**src/rtl/button_event_scheduler_if.sv**
```systemverilog
// Event output handshake between the scheduler and its consumer.
interface button_event_scheduler_if #(
  parameter int unsigned IDXW = 2
);
  logic            evt_valid;
  logic            evt_ready;
  logic [IDXW-1:0] evt_idx;
  logic            evt_kind;

  modport master (
    output evt_valid,
    output evt_idx,
    output evt_kind,
    input  evt_ready
  );

  modport slave (
    input  evt_valid,
    input  evt_idx,
    input  evt_kind,
    output evt_ready
  );
endinterface

```
**src/rtl/button_event_scheduler.sv**
```systemverilog
// Serializes per-button rise/fall pulses into a single valid/ready event stream.
// Each button has a 2-deep FIFO of edge kinds; buttons are served round-robin.
module button_event_scheduler #(
  parameter int unsigned N    = 4,
  parameter int unsigned IDXW = 2
) (
  input  logic                            clk,
  input  logic                            rst,
  input  logic [N-1:0]                    rise,
  input  logic [N-1:0]                    fall,
  button_event_scheduler_if.master        evt,
  output logic [N-1:0]                    overrun,
  input  logic                            clear_overrun
);

  localparam logic [1:0] Q_EMPTY = 2'd0;
  localparam logic [1:0] Q_ONE   = 2'd1;
  localparam logic [1:0] Q_TWO   = 2'd2;

  // Per-button queue: occupancy state plus older (k0) and newer (k1) kinds.
  logic [N-1:0][1:0] q_state;
  logic [N-1:0][1:0] q_state_nxt;
  logic [N-1:0]      q_k0;
  logic [N-1:0]      q_k0_nxt;
  logic [N-1:0]      q_k1;
  logic [N-1:0]      q_k1_nxt;
  logic [N-1:0]      overrun_nxt;

  logic [IDXW-1:0]   ptr;
  logic [IDXW-1:0]   ptr_nxt;

  logic              valid_nxt;
  logic [IDXW-1:0]   idx_nxt;
  logic              kind_nxt;

  logic [N-1:0]      cand_c;
  logic [IDXW-1:0]   grant_c;
  logic              grant_vld_c;
  logic              load_c;

  // State register: queues, RR pointer, overrun flags and the output event.
  always_ff @(posedge clk or negedge rst) begin
    if (!rst) begin
      q_state       <= '0;
      q_k0          <= '0;
      q_k1          <= '0;
      overrun       <= '0;
      ptr           <= '0;
      evt.evt_valid <= 1'b0;
      evt.evt_idx   <= '0;
      evt.evt_kind  <= 1'b0;
    end else begin
      q_state       <= q_state_nxt;
      q_k0          <= q_k0_nxt;
      q_k1          <= q_k1_nxt;
      overrun       <= overrun_nxt;
      ptr           <= ptr_nxt;
      evt.evt_valid <= valid_nxt;
      evt.evt_idx   <= idx_nxt;
      evt.evt_kind  <= kind_nxt;
    end
  end

  // Buttons with a non-empty queue compete for the output.
  always_comb begin
    cand_c = '0;
    for (int unsigned i = 0; i < N; i++) begin
      cand_c[i] = (q_state[i] != Q_EMPTY);
    end
  end

  // Round-robin pick: first candidate at or above ptr, else lowest (wrap).
  always_comb begin
    grant_c     = '0;
    grant_vld_c = 1'b0;
    for (int unsigned i = 0; i < N; i++) begin
      if (!grant_vld_c && cand_c[i] && (32'(ptr) <= i)) begin
        grant_vld_c = 1'b1;
        grant_c     = IDXW'(i);
      end
    end
    for (int unsigned i = 0; i < N; i++) begin
      if (!grant_vld_c && cand_c[i]) begin
        grant_vld_c = 1'b1;
        grant_c     = IDXW'(i);
      end
    end
  end

  // Output register may only take a new event when empty or being consumed.
  always_comb begin
    load_c = (!evt.evt_valid || evt.evt_ready) && grant_vld_c;
  end

  // Queue update: pop the granted entry first, then apply this cycle's edge.
  always_comb begin
    q_state_nxt = q_state;
    q_k0_nxt    = q_k0;
    q_k1_nxt    = q_k1;
    overrun_nxt = clear_overrun ? '0 : overrun;
    for (int unsigned i = 0; i < N; i++) begin
      if (load_c && (grant_c == IDXW'(i))) begin
        q_k0_nxt[i]    = q_k1[i];
        q_state_nxt[i] = (q_state[i] == Q_TWO) ? Q_ONE : Q_EMPTY;
      end
      if (rise[i] && fall[i]) begin
        overrun_nxt[i] = 1'b1;
      end else if (rise[i] || fall[i]) begin
        case (q_state_nxt[i])
          Q_EMPTY: begin
            q_state_nxt[i] = Q_ONE;
            q_k0_nxt[i]    = rise[i];
          end
          Q_ONE: begin
            q_state_nxt[i] = Q_TWO;
            q_k1_nxt[i]    = rise[i];
          end
          default: overrun_nxt[i] = 1'b1;
        endcase
      end
    end
  end

  // Output event and RR pointer next state; held stable under backpressure.
  always_comb begin
    valid_nxt = evt.evt_valid;
    idx_nxt   = evt.evt_idx;
    kind_nxt  = evt.evt_kind;
    ptr_nxt   = ptr;
    if (load_c) begin
      valid_nxt = 1'b1;
      idx_nxt   = grant_c;
      kind_nxt  = q_k0[grant_c];
      ptr_nxt   = (32'(grant_c) == N - 1) ? '0 : grant_c + IDXW'(1);
    end else if (evt.evt_ready) begin
      valid_nxt = 1'b0;
    end
  end

endmodule

```
**src/flat_wrapper.sv**
```systemverilog
// flat-port wrapper written by rule: the top's interface ports become plain ports
module button_event_scheduler_flat 
#(
  parameter int unsigned N    = 4,
  parameter int unsigned IDXW = 2
)
  (clk, rst, rise, fall, overrun, clear_overrun, evt_evt_valid, evt_evt_idx, evt_evt_kind, evt_evt_ready);
  button_event_scheduler_if #(.IDXW(IDXW)) evt_i ();
  input  logic clk;
  input  logic rst;
  input  logic [N-1:0] rise;
  input  logic [N-1:0] fall;
  output logic [N-1:0] overrun;
  input  logic clear_overrun;
  output wire logic [$bits(evt_i.evt_valid)-1:0] evt_evt_valid;
  output wire logic [$bits(evt_i.evt_idx)-1:0] evt_evt_idx;
  output wire logic [$bits(evt_i.evt_kind)-1:0] evt_evt_kind;
  input wire logic [$bits(evt_i.evt_ready)-1:0] evt_evt_ready;
  assign evt_evt_valid = evt_i.evt_valid;
  assign evt_evt_idx = evt_i.evt_idx;
  assign evt_evt_kind = evt_i.evt_kind;
  assign evt_i.evt_ready = evt_evt_ready;
  button_event_scheduler #(.N(N), .IDXW(IDXW)) u_core (.clk(clk), .rst(rst), .rise(rise), .fall(fall), .evt(evt_i), .overrun(overrun), .clear_overrun(clear_overrun));
endmodule
```
**config.mk**
```make
export PLATFORM = sky130hd
export DESIGN_NAME = button_event_scheduler_flat
export DESIGN_NICKNAME = d
export VERILOG_FILES = /design/src/rtl/button_event_scheduler_if.sv /design/src/rtl/button_event_scheduler.sv /design/src/flat_wrapper.sv
export SDC_FILE = /design/constraint.sdc
export NUM_CORES = 1
export LEC_CHECK = 0
export CORE_MARGIN = 5
export CORE_UTILIZATION = 30
export CTS_CLUSTER_DIAMETER = 80
export CTS_CLUSTER_SIZE = 14
export DETAILED_ROUTE_END_ITERATION = 12
export SLEW_MARGIN = 10
export SYNTH_ARGS = -nofsm -noshare
export SYNTH_HDL_FRONTEND = slang
export SYNTH_SLANG_ARGS = --single-unit
export TNS_END_PERCENT = 50
```
**constraint.sdc**
```tcl
create_clock -name clk -period 4.6 [get_ports clk]
set_clock_uncertainty 0.15 [all_clocks]
set_input_delay 0.69 -clock clk [delete_from_list [all_inputs] [get_ports clk]]
set_output_delay 0.69 -clock clk [all_outputs]
set_load 0.005 [all_outputs]
```
After elaboration in Yosys (flattened, before gate mapping)
Index checks and enable logic that the tools add are counted.
- reduce and logical (&&, ||, !) cells: 50
- magnitude comparators: 4
- equality and inequality tests: 11
- bitwise gates (word level): 4
- add/sub/neg operators: 1
- muxes and demuxes: 69
- operators with widths (cell ; number):
    1-bit 2-to-1 mux ; 44
    2-bit 2-to-1 mux ; 19
    1-bit logical AND ; 19
    2-bit one-hot mux with 2 select lines ; 4
    2-bit equality test (second input constant) ; 6
    3-bit AND reduction ; 4
    2-bit by 1-bit equality test with 1-bit output (second input constant) ; 5
    2-bit logical NOT ; 5
    2-bit nonzero test ; 5
    1-bit logical NOT ; 8
    2-bit OR reduction ; 4
    1-bit logical OR ; 5
    2-bit by 1-bit <= comparator with 1-bit output (second input constant) ; 2
    4-bit 2-to-1 mux ; 1
    1-bit NOT ; 4
    2-bit by 3-bit less-than comparator with 1-bit output (second input constant) ; 1
    2-bit by 1-bit adder with 2-bit output (second input constant) ; 1
    1-bit binary-select mux with 2-bit select ; 1
    2-bit <= comparator (second input constant) ; 1
- bits of input ports: 12
- word-level logic and storage cells: 153
- output and inout port bits: 8
- bits in registers: 26

Longest topological paths before layout
- depth after elaboration: 34
- gate-level depth with buffers: 10
- gate-level depth less buffers: 9

Least setup slack after synthesis
Ideal clock, no wire load.
- path kind: register -> register
- start: register u_core.q_state[4] (netlist bit)
- end: register u_core.q_k1[0]
- path slack: 2022 ps
- required time: 4327 ps
- clock period less this slack: 2578 ps
- path buffers: 1
- stages on the path, launching flop included: 11
- library setup time: 123 ps
- arrival: 2305 ps
- cell sequence: dfrtp_1 -> buf_4 -> nor2_1 -> a211oi_1 -> nor3_1 -> inv_1 -> ha_1 -> o211ai_4 -> mux2_2 -> a22oi_1 -> nand2_1
- cells in the longest elaborated chain, start to end: 24
- elaborated cells on any way between the ends: 31
- those cells by class: eq/ne: 1; mux: 13; reduce/logical: 17
- ends and longest elaborated chain (item ; RTL line ; RTL):
    start: declaration ; button_event_scheduler.sv:21 ; logic [N-1:0][1:0] q_state;
    start signal: assignment ; button_event_scheduler.sv:53 ; q_state <= q_state_nxt;
    2-bit nonzero test * ; button_event_scheduler.sv:68 ; cand_c[i] = (q_state[i] != Q_EMPTY);
    1-bit logical AND (2 in a row) ; button_event_scheduler.sv:77 ; if (!grant_vld_c && cand_c[i] && (32'(ptr) <= i)) begin
    1-bit 2-to-1 mux ; button_event_scheduler.sv:77 ;
    1-bit logical NOT ; button_event_scheduler.sv:77 ;
    1-bit logical AND ; button_event_scheduler.sv:77 ;
    1-bit 2-to-1 mux ; button_event_scheduler.sv:77 ;
    1-bit logical NOT ; button_event_scheduler.sv:83 ; if (!grant_vld_c && cand_c[i]) begin
    1-bit logical AND ; button_event_scheduler.sv:83 ;
    [8 not listed] ; - ;
    1-bit logical AND ; button_event_scheduler.sv:83 ;
    2-bit 2-to-1 mux * ; button_event_scheduler.sv:83 ;
    named net u_core.grant_c[0] ; button_event_scheduler.sv:37 ; logic [IDXW-1:0] grant_c;
    2-bit logical NOT * ; button_event_scheduler.sv:102 ; if (load_c && (grant_c == IDXW'(i))) begin
    1-bit logical AND * ; button_event_scheduler.sv:102 ;
    2-bit 2-to-1 mux * ; button_event_scheduler.sv:102 ;
    2-bit by 1-bit equality test with 1-bit output * ; button_event_scheduler.sv:109 ; case (q_state_nxt[i])
    3-bit AND reduction (no source line) * ; - ;
    end signal: assignment ; button_event_scheduler.sv:55 ; q_k1 <= q_k1_nxt;
    end: declaration ; button_event_scheduler.sv:25 ; logic [N-1:0] q_k1;
Mark *: on every way through the listed nets, which the timed path passes. The rest lies on a longest branch.
A chain may end at the register's enable or synchronous reset.

Worst setup path in the final report
- start: register u_core.q_state[4] (netlist bit)
- end: register u_core.q_k1[2]
- cells in the longest elaborated chain, start to end: 24
- elaborated cells on any way between the ends: 33
- those cells by class: eq/ne: 3; mux: 14; reduce/logical: 16
- ends and longest elaborated chain (item ; RTL line):
    2-bit nonzero test * ; button_event_scheduler.sv:68
    1-bit logical AND (2 in a row) ; button_event_scheduler.sv:77
    1-bit 2-to-1 mux ; button_event_scheduler.sv:77
    1-bit logical NOT ; button_event_scheduler.sv:77
    1-bit logical AND ; button_event_scheduler.sv:77
    1-bit 2-to-1 mux ; button_event_scheduler.sv:77
    1-bit logical NOT ; button_event_scheduler.sv:83
    1-bit logical AND ; button_event_scheduler.sv:83
    [8 not listed] ; -
    1-bit logical AND ; button_event_scheduler.sv:83
    2-bit 2-to-1 mux * ; button_event_scheduler.sv:83
    named net u_core.grant_c[0] ; button_event_scheduler.sv:37
    2-bit equality test * ; button_event_scheduler.sv:102
    1-bit logical AND * ; button_event_scheduler.sv:102
    2-bit 2-to-1 mux * ; button_event_scheduler.sv:102
    2-bit by 1-bit equality test with 1-bit output * ; button_event_scheduler.sv:109
    3-bit AND reduction (no source line) * ; -
Marks and branches as above.

==> key figures <==
Layout
  – Antenna Cells: 0
  – Layout cells sized above 1: 12.5%
  – Most common cell after layout, fill and taps aside: dfrtp_1
  – Final nets: 234
  – Non-filler cells, final: 291
  – Layout overhead on the synthesized area: 13.2%
  – Most frequent cells in the layout: 26 x dfrtp_1, 23 x o21ai_0, 21 x nand2_1

Critical path
  – Worst Setup End Kind: register
  – Max Fanout on Critical Path: 11
  – CP Class: reg -> reg
  – Worst Setup SP: u_core.q_state[4]
  – Startpoint types: register
  – Worst path required time: 4.61 ns
  – Worst r2r src: u_core.q_state[4]
  – CP arrival: 2.99 ns

Route
  – Initial drt markers: 62
  – Wire length on met3: 96 µm
  – Drc violations: 0
  – Met2 WL: 1.73 mm
  – Top layer in use: met4
  – DR WL/cell: 13.1 µm
  – Met1 Wirelength: 1.92 mm
  – DRT Pass-1 Iters: 4
  – Routed via count: 1511
  – Antenna Violating Nets Remaining: 0
  – Total wire length: 3.80 mm
  – Vias/cell: 5.19

Pwr
  – Worst vdd ir: 0.200 mV
  – Clk pwr share: 10.0%
  – Lkg Pwr: 0.000837 µW
  – Sequential share of power: 36.3%
  – Internal power: 730 µW
  – Logic pwr share: 53.7%
  – Switching Fraction: 44.1%
  – P per Cell Area: 626 nW/µm²
  – Design Power: 1310 µW
  – Sw Pwr: 576 µW

CTS
  – Root Buffer: clkbuf_8
  – Post-CTS Resized: 0
  – Worst skew pair latency: 0.27 ns
  – CTS tree: done
  – CTS Hold Buffers Added: 0
  – # H-tree levels: 1
  – CTS Buf Count: 3
  – Max clock buf depth: 2
  – Clk slew on worst S/H paths: 0.09 ns
  – Post-CTS Setup Inserts: 0
  – Clock Sinks: 26

Synthesis
  – Synth top area cells: dfrtp_1 35%, o21ai_0 6.2%, o211ai_4 4.6%, nand2_1 4.3%, nor2_1 3.9%
  – Register bit total from synthesis: 26
  – Mapped Cells: 205
  – Syn Nets: 221
  – Distinct cells, synth: 42
  – Post-synth top area cell: dfrtp_1
  – Yosys Warn Count: 0
  – Avg Cell Area, Syn: 8.99 µm²
  – Post-synth top area share: 35.3%
  – Synthesized area: 1840 µm²
  – Sequential area share after synthesis: 35.3%

STA
  – Setup slack after layout: 1.63 ns
  – Final setup fails: 0
  – Tmin final: 2.97 ns
  – Hold Worst Slack: 0.340 ns
  – Fin. Hold Viols: 0
  – Relative slew slack: 45.7%
  – Max Clock Freq: 0.336 GHz
  – Period utilization: 64.6%
  – Worst-Margin Slew: 0.815 ns
  – Slew Viols, Final: 0
  – RSZ-0062 raised after global routing: no
  – Fin Setup TNS: 0 ns

Placed design
  – Port Buf Inserts: 19
  – Final GP Congestion: 0.764
  – Place WS: 1.49 ns
  – Dpl cells: 288
  – DP HPWL: 2.79 mm

Global route
  – Total Routing Usage GR: 10.7%
  – Largest net degree at the start of global routing: 27
  – Vias in the first global route: 1365
  – Initial antenna violation count: 0
  – First-pass GRT wire length: 6.62 mm
  – Overflow after GRT: 0

Floorplan
  – Number of top-level pins: 20
  – # rows: 28
  – Die Footprint: 7810 µm²
  – Die Span Y: 88.4 µm
  – CORE AREA: 5960 µm²
  – Die W: 88.4 µm
  – Initial core utilization: 30.9%

Worst hold path
  – Hold_sp: u_core.evt.evt_idx[0]
  – HP Class: reg -> reg

Status
  – Outcome: finished clean

Job
  – Max Cap Viol: 0
final cells by class:
type | instances | area [µm²]
clock buffers | 3 | 41.3
flip-flops and latches | 26 | 651
fillers | 646 | 3870
inverters | 6 | 22.5
well taps | 75 | 93.8
multi-input cells | 161 | 1080
repair buffers | 20 | 198
cells in the mapped netlist, drive strengths merged:
cell type / instances
nand3: 4
nor2: 19
or2: 1
nand2b: 10
a2111oi: 1
nand3b: 4
clkbuf: 2
o211ai: 8
ha: 4
nor3: 3
o21ai: 28
and2b: 1
a31oi: 8
a22oi: 8
o21bai: 1
or4: 2
mux2: 8
o21a: 1
a21o: 2
a21boi: 1
buf: 10
nor2b: 4
o22ai: 4
o41ai: 1
nor3b: 1
nor4: 1
o31ai: 4
a21oi: 8
dfrtp: 26
a211oi: 2
mux2i: 1
inv: 6
nand2: 21
power by group through the flow:
stage	Sequential, µW	Combinational (µW)	Clock, µW
2_1_floorplan	385	637	0
3_3_place_gp	475	692	0
3_5_place_dp	476	703	0
4_1_cts	472	709	138
5_1_grt	498	799	145
6_report	474	702	131
critical path: stages, from the launching register on:
cell and delay (ns):
dfrtp_1 0.50, nor2_1 0.31, a211oi_1 0.14, nor3_1 0.54, inv_1 0.14, ha_1 0.29
o211ai_4 0.15, mux2_2 0.38, a22oi_1 0.18, nand2_1 0.07
worst paths after layout:
path | cells past startpoint | endpoint | slack, ns
setup / recovery | 9 | u_core.q_k1[2] | 1.63
hold / removal | 1 | u_core.evt.evt_idx[0] | 0.34
setup reg to reg | 9 | u_core.q_k1[2] | 1.63
hold reg to reg | 1 | u_core.evt.evt_idx[0] | 0.34
max in group asynchronous | 2 | u_core.q_k0[3] | 3.42
min in group asynchronous | 2 | asynchronous set/reset pin | 0.63
per-layer routing:
layer	vias to the layer above	track usage [%]
met3	4	1.68
met4	0	3.71
met2	14	16.1
li1	770	-
met1	723	15.5
met5	-	0
logic make-up after synthesis:
family / after synthesis / synth area share (%)
simple gates: 71 / 18.9
mux: 9 / 6.25
buf+inv: 18 / 6.11
compound gates: 77 / 30.7
flops: 26 / 35.3
fa+ha+maj: 4 / 2.72
stage by stage:
step	utilization [%]	instance area, µm²
after global placement	34.3	2040
after floorplan	-	1840
after detailed placement	34.3	2040
after CTS	35.0	2090
after global routing	35.0	2090
final	35.0	2090
Note: power is estimated with default switching activity, not from simulation.
